**config.mk**
```make
export PLATFORM = sky130hd
export DESIGN_NAME = shadow_stack_ctrl
export DESIGN_NICKNAME = d
export VERILOG_FILES = /design/src/rtl/shadow_stack_ctrl.sv
export SDC_FILE = /design/constraint.sdc
export NUM_CORES = 1
export LEC_CHECK = 0
export BUFFER_PORTS_ARGS = -buffer_cell sky130_fd_sc_hd__clkbuf_2
export CAP_MARGIN = 0
export CORE_AREA = 2 2 214 216
export CTS_BUF_LIST = sky130_fd_sc_hd__clkbuf_2 sky130_fd_sc_hd__clkbuf_4 sky130_fd_sc_hd__clkbuf_8
export DETAILED_ROUTE_END_ITERATION = 16
export DIE_AREA = 0 0 216 218
export GPL_TIMING_DRIVEN = 0
export HOLD_SLACK_MARGIN = 0.12
export PLACE_DENSITY = 0.78
export SLEW_MARGIN = 0
export SYNTH_ARGS = -nofsm -noshare
export SYNTH_HDL_FRONTEND = slang
export SYNTH_SLANG_ARGS = --single-unit
```
**constraint.sdc**
```tcl
create_clock -name clk_i -period 9.1 [get_ports clk_i]
set_clock_uncertainty 0.05 [all_clocks]
set_input_delay 1.365 -clock clk_i [delete_from_list [all_inputs] [get_ports clk_i]]
set_output_delay 1.365 -clock clk_i [all_outputs]
set_load 0.01 [all_outputs]
```
**src/rtl/shadow_stack_ctrl.sv**
```systemverilog
// Return-address shadow stack: checks committed returns against the pushed call sites.
// Define SHADOW_STACK_SPILL_EN to spill the oldest entries to memory and refill them on demand.

package riscv;
    localparam int VLEN = 64;
    localparam int XLEN = 64;

    typedef struct packed {
        logic [XLEN-1:0] cause;
        logic [XLEN-1:0] tval;
        logic            valid;
    } exception_t;

    localparam logic [XLEN-1:0] CAUSE_SW_CHECK = 64'd18;
    localparam logic [XLEN-1:0] TVAL_SS_FAULT  = 64'd3;
endpackage

module shadow_stack_ctrl #(
    parameter int DEPTH = 8,
    parameter int CNT_W = 16
) (
    input  logic                   clk_i,
    input  logic                   rst_ni,
    input  logic                   enable_i,
    input  logic                   push_valid_i,
    input  logic [riscv::VLEN-1:0] push_addr_i,
    input  logic                   pop_valid_i,
    input  logic [riscv::VLEN-1:0] pop_addr_i,
    output logic                   ready_o,
    output riscv::exception_t      popchk_ex_o,
    input  logic [riscv::VLEN-1:0] ssp_base_i,
    output logic                   mem_req_o,
    output logic                   mem_we_o,
    output logic [riscv::VLEN-1:0] mem_addr_o,
    output logic [riscv::VLEN-1:0] mem_wdata_o,
    input  logic                   mem_gnt_i,
    input  logic                   mem_rvalid_i,
    input  logic [riscv::VLEN-1:0] mem_rdata_i
);
    // state     | meaning
    // IDLE      | push/pop events accepted and checked
    // SPILL     | oldest entry written to the spill area, held until grant
    // FILL      | most recently spilled entry requested, held until grant
    // FILL_WAIT | waiting for the refill read data
    typedef enum logic [1:0] {IDLE, SPILL, FILL, FILL_WAIT} state_e;

    localparam int          PW       = $clog2(DEPTH);
    localparam logic [PW:0] FULL_CNT = (PW+1)'(DEPTH);

    state_e                 state_q, state_d;
    logic [riscv::VLEN-1:0] stack_q [DEPTH];
    logic [PW-1:0]          bot_q;
    logic [PW:0]            count_q;
    logic [CNT_W-1:0]       mem_cnt_q;

    logic [PW-1:0] top_idx, free_idx;
    logic          full, empty, ready_core, evt_ok;
    logic          push_acc, pop_acc, pop_fault, push_fault, fault;

    assign free_idx = bot_q + count_q[PW-1:0];
    assign top_idx  = free_idx - PW'(1);
    assign full     = (count_q == FULL_CNT);
    assign empty    = (count_q == '0);

`ifdef SHADOW_STACK_SPILL_EN
    logic             mem_sat, mem_nz;
    logic [CNT_W-1:0] fill_idx;

    assign mem_sat  = &mem_cnt_q;
    assign mem_nz   = |mem_cnt_q;
    assign fill_idx = mem_cnt_q - CNT_W'(1);
    // With the spill counter saturated the push is let through so it can fault instead of stalling.
    assign ready_core = (state_q == IDLE) && (!full || mem_sat) && !(empty && mem_nz);
`else
    logic unused_spill;

    assign ready_core   = 1'b1;
    assign unused_spill = ^{ssp_base_i, mem_gnt_i, mem_rvalid_i, mem_rdata_i, mem_cnt_q, state_q};
`endif

    assign ready_o    = !rst_ni || !enable_i || ready_core;
    assign evt_ok     = rst_ni && enable_i && ready_core;
    assign push_acc   = evt_ok && push_valid_i;
    assign pop_acc    = evt_ok && pop_valid_i;
    assign pop_fault  = pop_acc && (empty || (pop_addr_i != stack_q[top_idx]));
    assign push_fault = push_acc && !pop_acc && full;
    assign fault      = pop_fault || push_fault;

    always_ff @(posedge clk_i) begin
        if (!rst_ni) begin
            state_q <= IDLE;
        end else begin
            state_q <= state_d;
        end
    end

    always_comb begin
        state_d = state_q;
`ifdef SHADOW_STACK_SPILL_EN
        case (state_q)
            IDLE: begin
                if (enable_i) begin
                    if (full && !mem_sat) begin
                        state_d = SPILL;
                    end else if (empty && mem_nz) begin
                        state_d = FILL;
                    end
                end
            end
            SPILL:     if (mem_gnt_i) state_d = IDLE;
            FILL:      if (mem_gnt_i) state_d = FILL_WAIT;
            FILL_WAIT: if (mem_rvalid_i) state_d = IDLE;
            default:   state_d = IDLE;
        endcase
`else
        state_d = IDLE;
`endif
    end

    always_ff @(posedge clk_i) begin
        if (!rst_ni) begin
            bot_q     <= '0;
            count_q   <= '0;
            mem_cnt_q <= '0;
        end else begin
            if (push_acc && !fault) begin
                if (pop_acc) begin
                    stack_q[top_idx] <= push_addr_i;
                end else begin
                    stack_q[free_idx] <= push_addr_i;
                    count_q           <= count_q + 1'b1;
                end
            end else if (pop_acc && !fault) begin
                count_q <= count_q - 1'b1;
            end
`ifdef SHADOW_STACK_SPILL_EN
            if (state_q == SPILL && mem_gnt_i) begin
                bot_q     <= bot_q + 1'b1;
                count_q   <= count_q - 1'b1;
                mem_cnt_q <= mem_cnt_q + 1'b1;
            end
            // Refill only happens with an empty stack, so the new top lands at the oldest slot.
            if (state_q == FILL_WAIT && mem_rvalid_i) begin
                stack_q[bot_q] <= mem_rdata_i;
                count_q        <= (PW+1)'(1);
                mem_cnt_q      <= mem_cnt_q - 1'b1;
            end
`endif
        end
    end

    always_comb begin
        popchk_ex_o = '0;
        if (fault) begin
            popchk_ex_o.valid = 1'b1;
            popchk_ex_o.cause = riscv::CAUSE_SW_CHECK;
            popchk_ex_o.tval  = riscv::TVAL_SS_FAULT;
        end
    end

`ifdef SHADOW_STACK_SPILL_EN
    always_comb begin
        mem_req_o   = 1'b0;
        mem_we_o    = 1'b0;
        mem_addr_o  = '0;
        mem_wdata_o = '0;
        case (state_q)
            SPILL: begin
                mem_req_o   = 1'b1;
                mem_we_o    = 1'b1;
                mem_addr_o  = ssp_base_i + riscv::VLEN'({mem_cnt_q, 3'b000});
                mem_wdata_o = stack_q[bot_q];
            end
            FILL: begin
                mem_req_o  = 1'b1;
                mem_addr_o = ssp_base_i + riscv::VLEN'({fill_idx, 3'b000});
            end
            default: ;
        endcase
    end
`else
    assign mem_req_o   = 1'b0;
    assign mem_we_o    = 1'b0;
    assign mem_addr_o  = '0;
    assign mem_wdata_o = '0;
`endif

endmodule

```
==> results of run 1 <==
state kept, by name, indices dropped and copies added (netlist names):
| signal | flops |
|---|---|
| stack_q | 512 |
| count_q | 4 |
worst min path at each step:
stage / start / endpoint / slack (ns) / depth (start not counted)
after floorplan: count_q[1] / count_q[1] / 0.46 / 2
after global placement: count_q[1] / count_q[1] / 0.50 / 2
after detailed placement: count_q[1] / count_q[1] / 0.52 / 2
after CTS: count_q[1] / count_q[1] / 0.53 / 2
after global routing: count_q[1] / count_q[1] / 0.57 / 2
final: count_q[1] / count_q[1] / 0.52 / 2
cells in the mapped netlist, drive strengths merged, types with 7 or more instances:
library cell  count  area (um2)
nor2              9        33.8
mux2i            73         731
nand3            28         140
nand4            13        81.3
clkbuf            8        30.0
nor4              7        43.8
edfxtp          512       15400
mux4            111        2500
o21ai            10        50.1
xnor2            50         445
buf             296        2150
nand2            19        71.3
nor3             20         105
xor2             28         253
area by class of cell:
| cell class | count | area [um2] |
|---|---|---|
| Antenna cell | 4 | 10.0 |
| Buffer | 301 | 2180 |
| Clock buffer | 110 | 1360 |
| Clock inverter | 29 | 134 |
| Fill cell | 3170 | 17700 |
| Inverter | 5 | 18.8 |
| Multi-Input combinational cell | 680 | 5900 |
| Sequential cell | 516 | 15500 |
| Tap cell | 600 | 751 |
| Timing Repair Buffer | 199 | 1430 |
critical path: stages, from the launching register on:
cell and delay, ns:
dfxtp_1 0.42, buf_4 0.27, buf_4 0.28, inv_1 0.13, clkbuf_1 0.33, clkdlybuf4s15_2 0.50, ha_1 0.44, buf_2 0.25
buf_2 0.35, buf_2 0.44, buf_1 0.65, mux2i_1 0.31, xnor2_1 0.14, nor3_1 0.06, a31oi_1 0.17, nor4_1 0.08
o2111ai_1 0.51, nor2_1 0.19, a21oi_2 0.56, nand2b_1 0.30, buf_4 0.15, clkbuf_2 0.12
kinds of logic after synthesis:
family	share of synthesized area [%]
multiplexers	14.4
flip-flops	68.5
adder cells (fa/ha/maj)	0.311
AO/OA/AOI/OAI	1.18
XOR/XNOR	3.09
buffers and inverters	9.74
AND/OR/NAND/NOR	2.74
other	0.0333
routing by layer:
metal  routed length, um  vias up  global-route usage [%]
met2               27400      695                    39.1
li1                    -     5436                       -
met3                4750      111                    5.58
met1               18200     6152                    24.9
met4                1390        6                    8.29
met5                  39        -                       0
timing repair:
action | CTS | global route
pin swaps | 0 | 0
setup endpoints to repair | 5 | 5
resized for setup | 5 | 0
report_power, final:
group / switching (mW) / internal [mW]
combinational: 0.508 / 0.415
clock: 0.850 / 0.961
sequential: 0.00891 / 2.65
total: 1.37 / 4.03
==> insert_results.sql, run 1 <==
INSERT INTO impl_metrics (metric_group, metric, value, unit) VALUES
('outcome', 'status', 'finished clean', ''),
('synth', 'synth_enable_flop_cells', '512', ''),
('worst_setup_path', 'worstPathArrival', '7.29', 'ns'),
('finish', 'fin_cells', '2444', ''),
('floorplan', 'io-pin-count', '523', ''),
('timing', 'rsz0062_at_grt', 'false', ''),
('timing', 'layout_setup_ws', '0.393', 'ns'),
('route', 'remaining_drc_errors', '0', ''),
('floorplan', 'floorplan.die_area', '47100', 'um2'),
('worst_hold_path', 'worst_hold_path_type', 'flip-flop to flip-flop', ''),
('power_and_ir_drop', 'p_leak', '10.4', 'nW'),
('finish', 'post_route_cells_drive_above_1_share', '40.0', '%'),
('placed_design', 'dp_hpwl', '38.3', 'mm'),
('clock_tree', 'clock_latency', '0.63', 'ns'),
('worst_setup_path', 'required', '7.69', 'ns'),
('timing', 'setup_viol', '0', ''),
('clock_tree', 'cts_tree', 'yes', ''),
('power_and_ir_drop', 'irDropWorstVdd', '148', 'uV'),
('route', 'drt_pass1_iterations', '6', ''),
('synth', 'synth_ff_type', 'edfxtp_1', ''),
('run', 'drv_cap', '0', ''),
('synth', 'ys_seq_area_share', '68.5', '%'),
('worst_setup_path', 'path_max_fanout', '11', ''),
('clock_tree', 'cts_htree_levels', '3', ''),
('worst_setup_path', 'reg2regPathDepth', '21', ''),
('timing', 'finalHoldViolCount', '0', ''),
('synth', 'number_of_cells_produced_by_synthesis', '1252', ''),
('synth', 'netlist-cell-type-count', '50', ''),
('timing', 'finalWorstPathRequiredPeriod', '8.71', 'ns'),
('timing', 'maxClockFrequency', '115', 'MHz'),
('placed_design', 'post-place-cells', '2304', ''),
('worst_setup_path', 'worst-setup-path-type', 'flip-flop to primary output', ''),
('route', 'vias_per_cell', '5.07', ''),
('clock_tree', 'clock_sink_count', '516', ''),
('synth', 'postSynth.asyncResetShare', '0', '%'),
('route', 'antenna_violating_nets_post_route', '0', ''),
('placed_design', 'port_buffers', '137', ''),
('clock_tree', 'root_buffer', 'clkbuf_8', ''),
('timing', 'maxSlewHeadroom', '32.2', '%'),
('worst_setup_path', 'worst_setup_path_startpoint', 'count_q[0]', ''),
('timing', 'setup_total_negative_slack', '0', 'ns'),
('floorplan', 'die_w', '216', 'um'),
('synth', 'syn-mean-instance-area', '18.0', 'um2'),
('worst_setup_path', 'timing.reg2reg.setup_slack', '1.11', 'ns'),
('finish', 'layout.cells.most_common_list', 'edfxtp_1 (512), buf_4 (272), conb_1 (255), clkbuf_2 (137), mux4_2 (111)', ''),
('worst_setup_path', 'rr_startpoint', 'count_q[0]', ''),
('placed_design', 'gp_congestion', '0.818', ''),
('clock_tree', 'cts_hold_repair.buffers', '0', ''),
('finish', 'layout.core_utilization', '60.7', '%'),
('synth', 'synthesis.area', '22600', 'um2'),
('worst_setup_path', 'critPathLaunchType', 'flip-flop', ''),
('global_route', 'grt_use_total', '21.7', '%'),
('route', 'detailedRoute.firstIterationViolations', '1059', ''),
('global_route', 'grt_first_pass_wirelength', '75.1', 'mm'),
('global_route', 'antenna_found_initial', '8', ''),
('finish', 'area_delta_synth_final', '20.7', '%'),
('power_and_ir_drop', 'power.density_cell_area', '198', 'nW/um2'),
('finish', 'post-route-cell-area', '27200', 'um2'),
('worst_setup_path', 'r2r_end', 'stack_q[7][2]', ''),
('worst_setup_path', 'cp-endpoint', 'popchk_ex_o[69]', ''),
('synth', 'synth.yosys.warnings', '0', ''),
('placed_design', 'dp_worst_setup_slack', '0.411', 'ns'),
('floorplan', 'start_util', '50.3', '%'),
('global_route', 'grt_start_max_net_pins', '20', ''),
('finish', 'final_net_count', '2048', ''),
('floorplan', 'chipHeight', '218', 'um'),
('route', 'via_count', '12400', ''),
('power_and_ir_drop', 'power.total', '5.39', 'mW'),
('global_route', 'grt.overflow.total', '0', ''),
('timing', 'count_of_pins_over_their_slew_limit', '0', ''),
('floorplan', 'placementRows', '78', '');
(Power assumes the default switching activity.)
==> run 2: changes to the inputs <==
==> config.mk (replaced) <==
export PLATFORM = sky130hd
export DESIGN_NAME = shadow_stack_ctrl
export DESIGN_NICKNAME = d
export VERILOG_FILES = /design/src/rtl/shadow_stack_ctrl.sv
export SDC_FILE = /design/constraint.sdc
export NUM_CORES = 1
export LEC_CHECK = 0
export BUFFER_PORTS_ARGS = -buffer_cell sky130_fd_sc_hd__clkbuf_2
export CAP_MARGIN = 0
export CORE_AREA = 2 2 218 220
export CTS_BUF_LIST = sky130_fd_sc_hd__clkbuf_16
export DETAILED_ROUTE_END_ITERATION = 16
export DIE_AREA = 0 0 220 222
export GPL_TIMING_DRIVEN = 0
export HOLD_SLACK_MARGIN = 0.12
export PLACE_DENSITY = 0.76
export SLEW_MARGIN = 0
export SYNTH_ARGS = -nofsm -noshare
export SYNTH_HDL_FRONTEND = slang
export SYNTH_SLANG_ARGS = --single-unit
==> run 2 against run 1 <==
  * Utilization decreased by 1.7 points
  * Combinational power about the same
  * Critical path type unchanged
  * Worst hold slack improved by 0.025 ns
==> insert_results.sql, run 2 (synthesis gave the netlist of run 1 again) <==
INSERT INTO impl_metrics (metric_group, metric, value, unit) VALUES
('floorplan', 'chipHeight', '222', 'um'),
('worst_hold_path', 'timing.hold.worst.start', 'count_q[1]', ''),
('worst_setup_path', 'required', '7.69', 'ns'),
('worst_setup_path', 'critPathLaunchType', 'flip-flop', ''),
('placed_design', 'post-place-cells', '2313', ''),
('route', 'via_count', '12098', ''),
('timing', 'maxClockFrequency', '116', 'MHz'),
('timing', 'finalWorstPathRequiredPeriod', '8.62', 'ns'),
('power_and_ir_drop', 'power_frac_comb', '16.8', '%'),
('power_and_ir_drop', 'fraction_of_power_consumed_by_the_clock_network', '34.6', '%'),
('global_route', 'grt_use_total', '20.9', '%'),
('clock_tree', 'number_of_cts_inserted_buffers', '47', ''),
('power_and_ir_drop', 'irDropWorstVdd', '171', 'uV'),
('clock_tree', 'root_buffer', 'clkbuf_16', ''),
('clock_tree', 'cts_tree', 'yes', ''),
('route', 'detailedRoute.firstIterationViolations', '1284', ''),
('timing', 'count_of_pins_over_their_slew_limit', '0', ''),
('route', 'routed.top_layer', 'met5', ''),
('worst_hold_path', 'worst_hold_path_type', 'flip-flop to flip-flop', ''),
('route', 'remaining_drc_errors', '0', ''),
('clock_tree', 'number_of_buffers_on_the_longest_clock_path', '3', ''),
('route', 'drt_pass1_iterations', '5', ''),
('finish', 'max_reg_flops', '512', ''),
('run', 'drv_cap', '0', ''),
('route', 'postRouteWirelength', '51.3', 'mm'),
('power_and_ir_drop', 'intPower', '4.13', 'mW'),
('floorplan', 'io-pin-count', '523', ''),
('floorplan', 'die_w', '220', 'um'),
('route', 'antenna_violating_nets_post_route', '0', ''),
('power_and_ir_drop', 'total_switching_power', '1.34', 'mW'),
('route', 'wl_met1', '18.1', 'mm'),
('floorplan', 'placementRows', '79', ''),
('timing', 'setup_viol', '0', ''),
('outcome', 'status', 'finished clean', ''),
('finish', 'max_flop_register', 'stack_q', ''),
('global_route', 'grt_start_max_net_pins', '20', ''),
('finish', 'total_of_fill_cells_in_the_finished_design', '3335', ''),
('clock_tree', 'cts_htree_levels', '2', ''),
('placed_design', 'dp_worst_setup_slack', '0.502', 'ns'),
('clock_tree', 'clkSlewWorstSetupHoldPaths', '0.06', 'ns'),
('finish', 'multiInputGateArea', '5900', 'um2'),
('timing', 'rsz0062_at_grt', 'false', ''),
('floorplan', 'floorplan.die_area', '48800', 'um2'),
('placed_design', 'dp_hpwl', '38.0', 'mm'),
('worst_setup_path', 'worst-setup-path-type', 'flip-flop to primary output', ''),
('placed_design', 'post_dp_cell_area', '25800', 'um2'),
('route', 'route.met3.wl', '4.61', 'mm'),
('global_route', 'first_global_vias', '11921', ''),
('finish', 'register_area', '15500', 'um2'),
('floorplan', 'floorplan.core_area', '46300', 'um2'),
('global_route', 'grt_first_pass_wirelength', '75.0', 'mm'),
('worst_setup_path', 'rr_startpoint', 'count_q[0]', ''),
('finish', 'post_route_cells_drive_above_1_share', '38.2', '%'),
('finish', 'largestRegisters', 'stack_q: 512 flops, count_q: 4 flops', ''),
('placed_design', 'port_buffers', '137', ''),
('route', 'routed-wl-met2', '26.8', 'mm'),
('finish', 'layout.core_utilization', '58.9', '%'),
('clock_tree', 'clock_latency', '0.57', 'ns'),
('finish', 'post-route-cell-area', '27300', 'um2'),
('power_and_ir_drop', 'power.sequential.fraction', '48.6', '%'),
('timing', 'post-route-period-util', '94.8', '%'),
('placed_design', 'gp_congestion', '0.797', ''),
('route', 'vias_per_cell', '5.03', ''),
('finish', 'layout.cells.most_common_list', 'edfxtp_1 (512), buf_4 (270), conb_1 (255), clkbuf_2 (139), mux4_2 (111)', ''),
('timing', 'layout_setup_ws', '0.476', 'ns'),
('worst_setup_path', 'worst_setup_path_startpoint', 'count_q[0]', ''),
('clock_tree', 'clock_sink_count', '516', ''),
('finish', 'final_net_count', '2022', ''),
('global_route', 'grt.overflow.total', '0', ''),
('timing', 'maxSlewHeadroom', '31.2', '%'),
('global_route', 'antenna_found_initial', '7', ''),
('worst_setup_path', 'worstPathArrival', '7.21', 'ns'),
('timing', 'max_slew.worst_pin.slew', '1.03', 'ns'),
('clock_tree', 'cts.repair_timing.setup_buffer_count', '0', ''),
('power_and_ir_drop', 'power.density_cell_area', '201', 'nW/um2'),
('power_and_ir_drop', 'netSwitchingFraction', '24.5', '%'),
('finish', 'area_delta_synth_final', '20.8', '%'),
('worst_setup_path', 'path_max_fanout', '11', ''),
('floorplan', 'start_util', '48.8', '%'),
('finish', 'final_common_cell', 'edfxtp_1', ''),
('finish', 'fin_cells', '2404', ''),
('timing', 'finalHoldViolCount', '0', ''),
('route', 'route.detailed.wl_per_inst', '21.3', 'um'),
('power_and_ir_drop', 'p_leak', '10.4', 'nW'),
('worst_setup_path', 'cp-end-kind', 'primary output', '');
[run 2: cell types whose count changed in the layout (fill, tap and decap cells not counted), moves of 3 or more]
cell,change
clkbuf_16,+48
inv_1,+7
diode_2,+3
clkbuf_8,-85
clkbuf_4,-25
buf_8,-3
clkinv_1,-5
bufinv_16,+4
buf_6,+7
[run 2: routing by layer]
layer	global-route usage, %	vias to the layer above
met4	7.23	2
met1	24.9	5936
met5	0	-
met2	37.4	686
li1	-	5360
met3	4.20	114
[run 2: power by group through the flow]
| stage | sequential [mW] | clock (mW) | combinational, mW |
|---|---|---|---|
| finish | 2.66 | 1.90 | 0.919 |
| detailed placement | 2.71 | 0 | 0.910 |
| floorplan | 2.71 | 0 | 0.644 |
| CTS | 2.66 | 1.92 | 0.916 |
| global route | 2.66 | 2.02 | 0.986 |
| global placement | 2.72 | 0 | 0.880 |
[run 2: area by class of cell]
class	count	area share (%)
Tap cell	607	2.79
Clock inverter	37	1.02
Clock buffer	48	4.41
Inverter	5	0.0689
Timing Repair Buffer	201	5.30
Multi-Input combinational cell	680	21.7
Buffer	303	8.00
Sequential cell	516	56.7
Antenna cell	7	0.0643
[run 2: worst paths after layout]
| path | endpoint | slack [ns] | cells after the start |
|---|---|---|---|
| min | count_q[1] | 0.54 | 2 |
| min reg2reg | count_q[1] | 0.54 | 2 |
| max | popchk_ex_o[66] | 0.48 | 20 |
| max reg2reg | stack_q[0][49] | 1.00 | 23 |
[run 2: critical path, stage by stage (launching register included)]
cell and delay (ns):
dfxtp_1 0.44, buf_4 0.27, buf_4 0.26, inv_1 0.12, clkbuf_1 0.35, clkbuf_2 0.43, ha_1 0.41, buf_2 0.24
buf_2 0.38, buf_1 0.61, buf_2 0.45, mux4_2 0.35, mux2i_1 0.21, xnor2_1 0.09, nor4_1 0.49, o2111ai_1 0.42
nor2_1 0.32, a21oi_2 0.23, nand2b_1 0.28, buf_4 0.16, clkbuf_2 0.12
[run 2: what timing repair did]
| action | in CTS | in global routing |
|---|---|---|
| setup endpoints to repair | 5 | 5 |
| hold buffers | 0 | 0 |
| gates resized for setup | 3 | 2 |
[run 2: through the flow]
step	hold WS (ns)	TNS [ns]	total power, mW
3_3_place_gp	0.495	-3650.00	3.60
3_5_place_dp	0.540	0	3.62
2_1_floorplan	0.459	-32.80	3.36
6_report	0.545	0	5.47
5_1_grt	0.612	0	5.66
4_1_cts	0.547	0	5.49
==> run 3: changes to the inputs <==
--- a/config.mk
+++ b/config.mk
@@ -13,7 +13,7 @@
 export DIE_AREA = 0 0 220 222
 export GPL_TIMING_DRIVEN = 0
 export HOLD_SLACK_MARGIN = 0.12
-export PLACE_DENSITY = 0.76
+export PLACE_DENSITY = 0.78
 export SLEW_MARGIN = 0
 export SYNTH_ARGS = -nofsm -noshare
 export SYNTH_HDL_FRONTEND = slang
==> run 3 against run 2 <==
  * Final area grew 0.17%
  * Critical path type unchanged
  * Clock-buffer cell count is 1 lower
  * Critical path depth increased by 1
  * Fmax fell by 0.51%
  * Non-clock buffer count is 2 lower
  * Sequential share of layout area is 0.099 points lower
  * Global-route usage up 0.051 points
  * Setup slack got worse by 0.044 ns
==> insert_results.sql, run 3 (synthesis gave the netlist of run 1 again) <==
INSERT INTO impl_metrics (metric_group, metric, value, unit) VALUES
('route', 'vias_per_cell', '5.09', ''),
('power_and_ir_drop', 'power.density_cell_area', '204', 'nW/um2'),
('global_route', 'grt_use_total', '20.9', '%'),
('timing', 'rsz0062_at_grt', 'false', ''),
('clock_tree', 'number_of_cts_inserted_buffers', '46', ''),
('finish', 'layout.core_utilization', '59.0', '%'),
('power_and_ir_drop', 'p_leak', '10.4', 'nW'),
('worst_setup_path', 'cp_max_stage_cell', 'clkdlybuf4s15_2', ''),
('outcome', 'status', 'finished clean', ''),
('global_route', 'grt_first_pass_wirelength', '75.1', 'mm'),
('clock_tree', 'number_of_buffers_on_the_longest_clock_path', '3', ''),
('worst_setup_path', 'cp-end-kind', 'primary output', ''),
('worst_setup_path', 'critPathLaunchType', 'flip-flop', ''),
('finish', 'largestRegisters', 'stack_q: 512 flops, count_q: 4 flops', ''),
('floorplan', 'floorplan.core_area', '46300', 'um2'),
('global_route', 'antenna_found_initial', '11', ''),
('route', 'via_count', '12226', ''),
('clock_tree', 'clock_latency', '0.58', 'ns'),
('timing', 'setup_viol', '0', ''),
('global_route', 'grt.overflow.total', '0', ''),
('finish', 'final_common_cell', 'edfxtp_1', ''),
('timing', 'finalWorstPathRequiredPeriod', '8.67', 'ns'),
('finish', 'max_flop_register', 'stack_q', ''),
('power_and_ir_drop', 'irDropWorstVdd', '182', 'uV'),
('finish', 'layout.cells.most_common_list', 'edfxtp_1 (512), buf_4 (272), conb_1 (255), clkbuf_2 (138), mux4_2 (111)', ''),
('clock_tree', 'cts_htree_levels', '2', ''),
('worst_setup_path', 'reg2regPathDepth', '23', ''),
('finish', 'final_net_count', '2019', ''),
('clock_tree', 'root_buffer', 'clkbuf_16', ''),
('finish', 'max_reg_flops', '512', ''),
('placed_design', 'dp_hpwl', '37.8', 'mm'),
('placed_design', 'port_buffers', '137', ''),
('worst_setup_path', 'rr_startpoint', 'count_q[0]', ''),
('global_route', 'grt_start_max_net_pins', '20', ''),
('finish', 'fin_cells', '2402', ''),
('floorplan', 'chipHeight', '222', 'um'),
('placed_design', 'gp_congestion', '0.780', ''),
('clock_tree', 'clkSlewWorstSetupHoldPaths', '0.06', 'ns'),
('worst_setup_path', 'critical_path.cell_chain', 'buf_4, buf_4, inv_1, clkbuf_1, clkdlybuf4s15_2, ha_1, buf_2, buf_2, buf_2, buf_2, buf_2, mux4_2, mux2i_1, xnor2_1, nor2_1, o2111ai_1, nor2_1, a21oi_4, nand2b_1, buf_4, clkbuf_2', ''),
('global_route', 'first_global_vias', '11786', ''),
('global_route', 'grt_use_met2', '36.6', '%'),
('worst_hold_path', 'hold_depth', '2', ''),
('worst_setup_path', 'timing.reg2reg.setup_slack', '1.23', 'ns'),
('timing', 'maxClockFrequency', '115', 'MHz'),
('worst_hold_path', 'timing.hold.worst.start', 'count_q[1]', ''),
('route', 'antenna_violating_nets_post_route', '0', ''),
('worst_setup_path', 'required', '7.69', 'ns'),
('worst_hold_path', 'hold-path-endpoint', 'count_q[1]', ''),
('worst_setup_path', 'r2r_end', 'stack_q[1][17]', ''),
('worst_setup_path', 'path_max_fanout', '11', ''),
('floorplan', 'placementRows', '79', ''),
('placed_design', 'post-place-cells', '2311', ''),
('finish', 'area_delta_synth_final', '21.0', '%'),
('worst_setup_path', 'cpMostUsedCell', 'buf_2', ''),
('clock_tree', 'cts_tree', 'yes', ''),
('route', 'drt_pass1_iterations', '5', ''),
('floorplan', 'start_util', '48.8', '%'),
('timing', 'count_of_pins_over_their_slew_limit', '0', ''),
('run', 'drv_cap', '0', ''),
('finish', 'post_route_cells_drive_above_1_share', '38.2', '%'),
('timing', 'post-route-period-util', '95.3', '%'),
('timing', 'max_slew.worst_pin.slew', '1.09', 'ns'),
('floorplan', 'io-pin-count', '523', ''),
('timing', 'maxSlewHeadroom', '26.8', '%'),
('global_route', 'grt_most_used_layer', 'met2', ''),
('route', 'remaining_drc_errors', '0', ''),
('route', 'detailedRoute.firstIterationViolations', '1261', ''),
('worst_setup_path', 'worst-setup-path-type', 'flip-flop to primary output', ''),
('worst_setup_path', 'critical_path.max_stage_delay', '0.49', 'ns'),
('global_route', 'groute.layer.met1.usage', '25.5', '%'),
('global_route', 'met3_global_route_usage', '4.27', '%'),
('timing', 'finalHoldViolCount', '0', ''),
('route', 'postRouteWirelength', '51.8', 'mm'),
('timing', 'setup_total_negative_slack', '0', 'ns'),
('route', 'route.detailed.wl_per_inst', '21.6', 'um'),
('floorplan', 'die_w', '220', 'um'),
('floorplan', 'floorplan.die_area', '48800', 'um2'),
('worst_hold_path', 'worst_hold_path_type', 'flip-flop to flip-flop', ''),
('worst_setup_path', 'worstPathArrival', '7.25', 'ns'),
('clock_tree', 'clock_sink_count', '516', '');
## run 3: changes by cell type in the layout (fill, tap and decap cells not counted), sizes merged
cell,change
bufinv,+3
buf,-3
clkbuf,-2
clkinv,-6
inv,+4
clkinvlp,+1
clkdlybuf4s15,+2
diode,-1
## run 3: metrics by stage
step / instance area [um2] / hold slack (ns) / total power [mW] / setup WS [ns]
4_1_cts: 27300 / 0.528 / 5.58 / 0.114
5_1_grt: 27300 / 0.580 / 5.74 / 0.0158
2_1_floorplan: 23500 / 0.459 / 3.36 / -0.0641
6_report: 27300 / 0.532 / 5.56 / 0.432
3_5_place_dp: 25700 / 0.523 / 3.62 / 0.154
3_3_place_gp: 25000 / 0.494 / 3.60 / -7.14
## run 3: worst max-delay path, delay by kind of cell (launching register included)
kind,cells,cell delay [ns]
and+or+nand+nor,3,0.95
adders and majority gates,1,0.40
buffers and inverters,12,3.62
AOI/OAI and AO/OA,2,0.50
muxes,2,0.67
DFF,1,0.42
xor gates and xnor gates,1,0.10
## run 3: worst max path at each step
| stage | cells past startpoint | from | endpoint |
|---|---|---|---|
| 5_1_grt | 20 | count_q[0] | popchk_ex_o[1] |
| 3_5_place_dp | 20 | count_q[0] | popchk_ex_o[1] |
| 2_1_floorplan | 16 | count_q[0] | stack_q[0][0] |
| 3_3_place_gp | 18 | count_q[0] | stack_q[3][17] |
| 4_1_cts | 20 | count_q[0] | popchk_ex_o[1] |
| 6_report | 21 | count_q[0] | popchk_ex_o[1] |
## run 3: final cells by class
| cell class | instances | area [um2] |
|---|---|---|
| Fill cell | 3289 | 19000 |
| Multi-Input combinational cell | 680 | 5910 |
| Timing Repair Buffer | 199 | 1400 |
| Tap cell | 607 | 759 |
| Inverter | 5 | 18.8 |
| Sequential cell | 516 | 15500 |
| Antenna cell | 6 | 15.0 |
| Clock buffer | 47 | 1180 |
| Clock inverter | 39 | 373 |
| Buffer | 303 | 2190 |
## run 3: power by group
| part | switching (mW) | internal (mW) | total [mW] | leakage (nW) |
|---|---|---|---|---|
| Clock | 0.835 | 1.14 | 1.98 | 0.790 |
| Combinational | 0.510 | 0.415 | 0.925 | 4.97 |
| Sequential | 0.00929 | 2.65 | 2.66 | 4.64 |
| Total | 1.35 | 4.20 | 5.56 | 10.4 |
## run 3: routing by layer
layer	share of wire [%]	vias up
met5	0.098	-
met4	3.3	8
met3	8.7	104
met2	52	668
met1	36	6064
li1	-	5382
## run 3: repair_timing
item,CTS,global route
hold buffers,0,0
gates resized for setup,7,2
setup endpoints to repair,5,5
buffers inserted,0,0
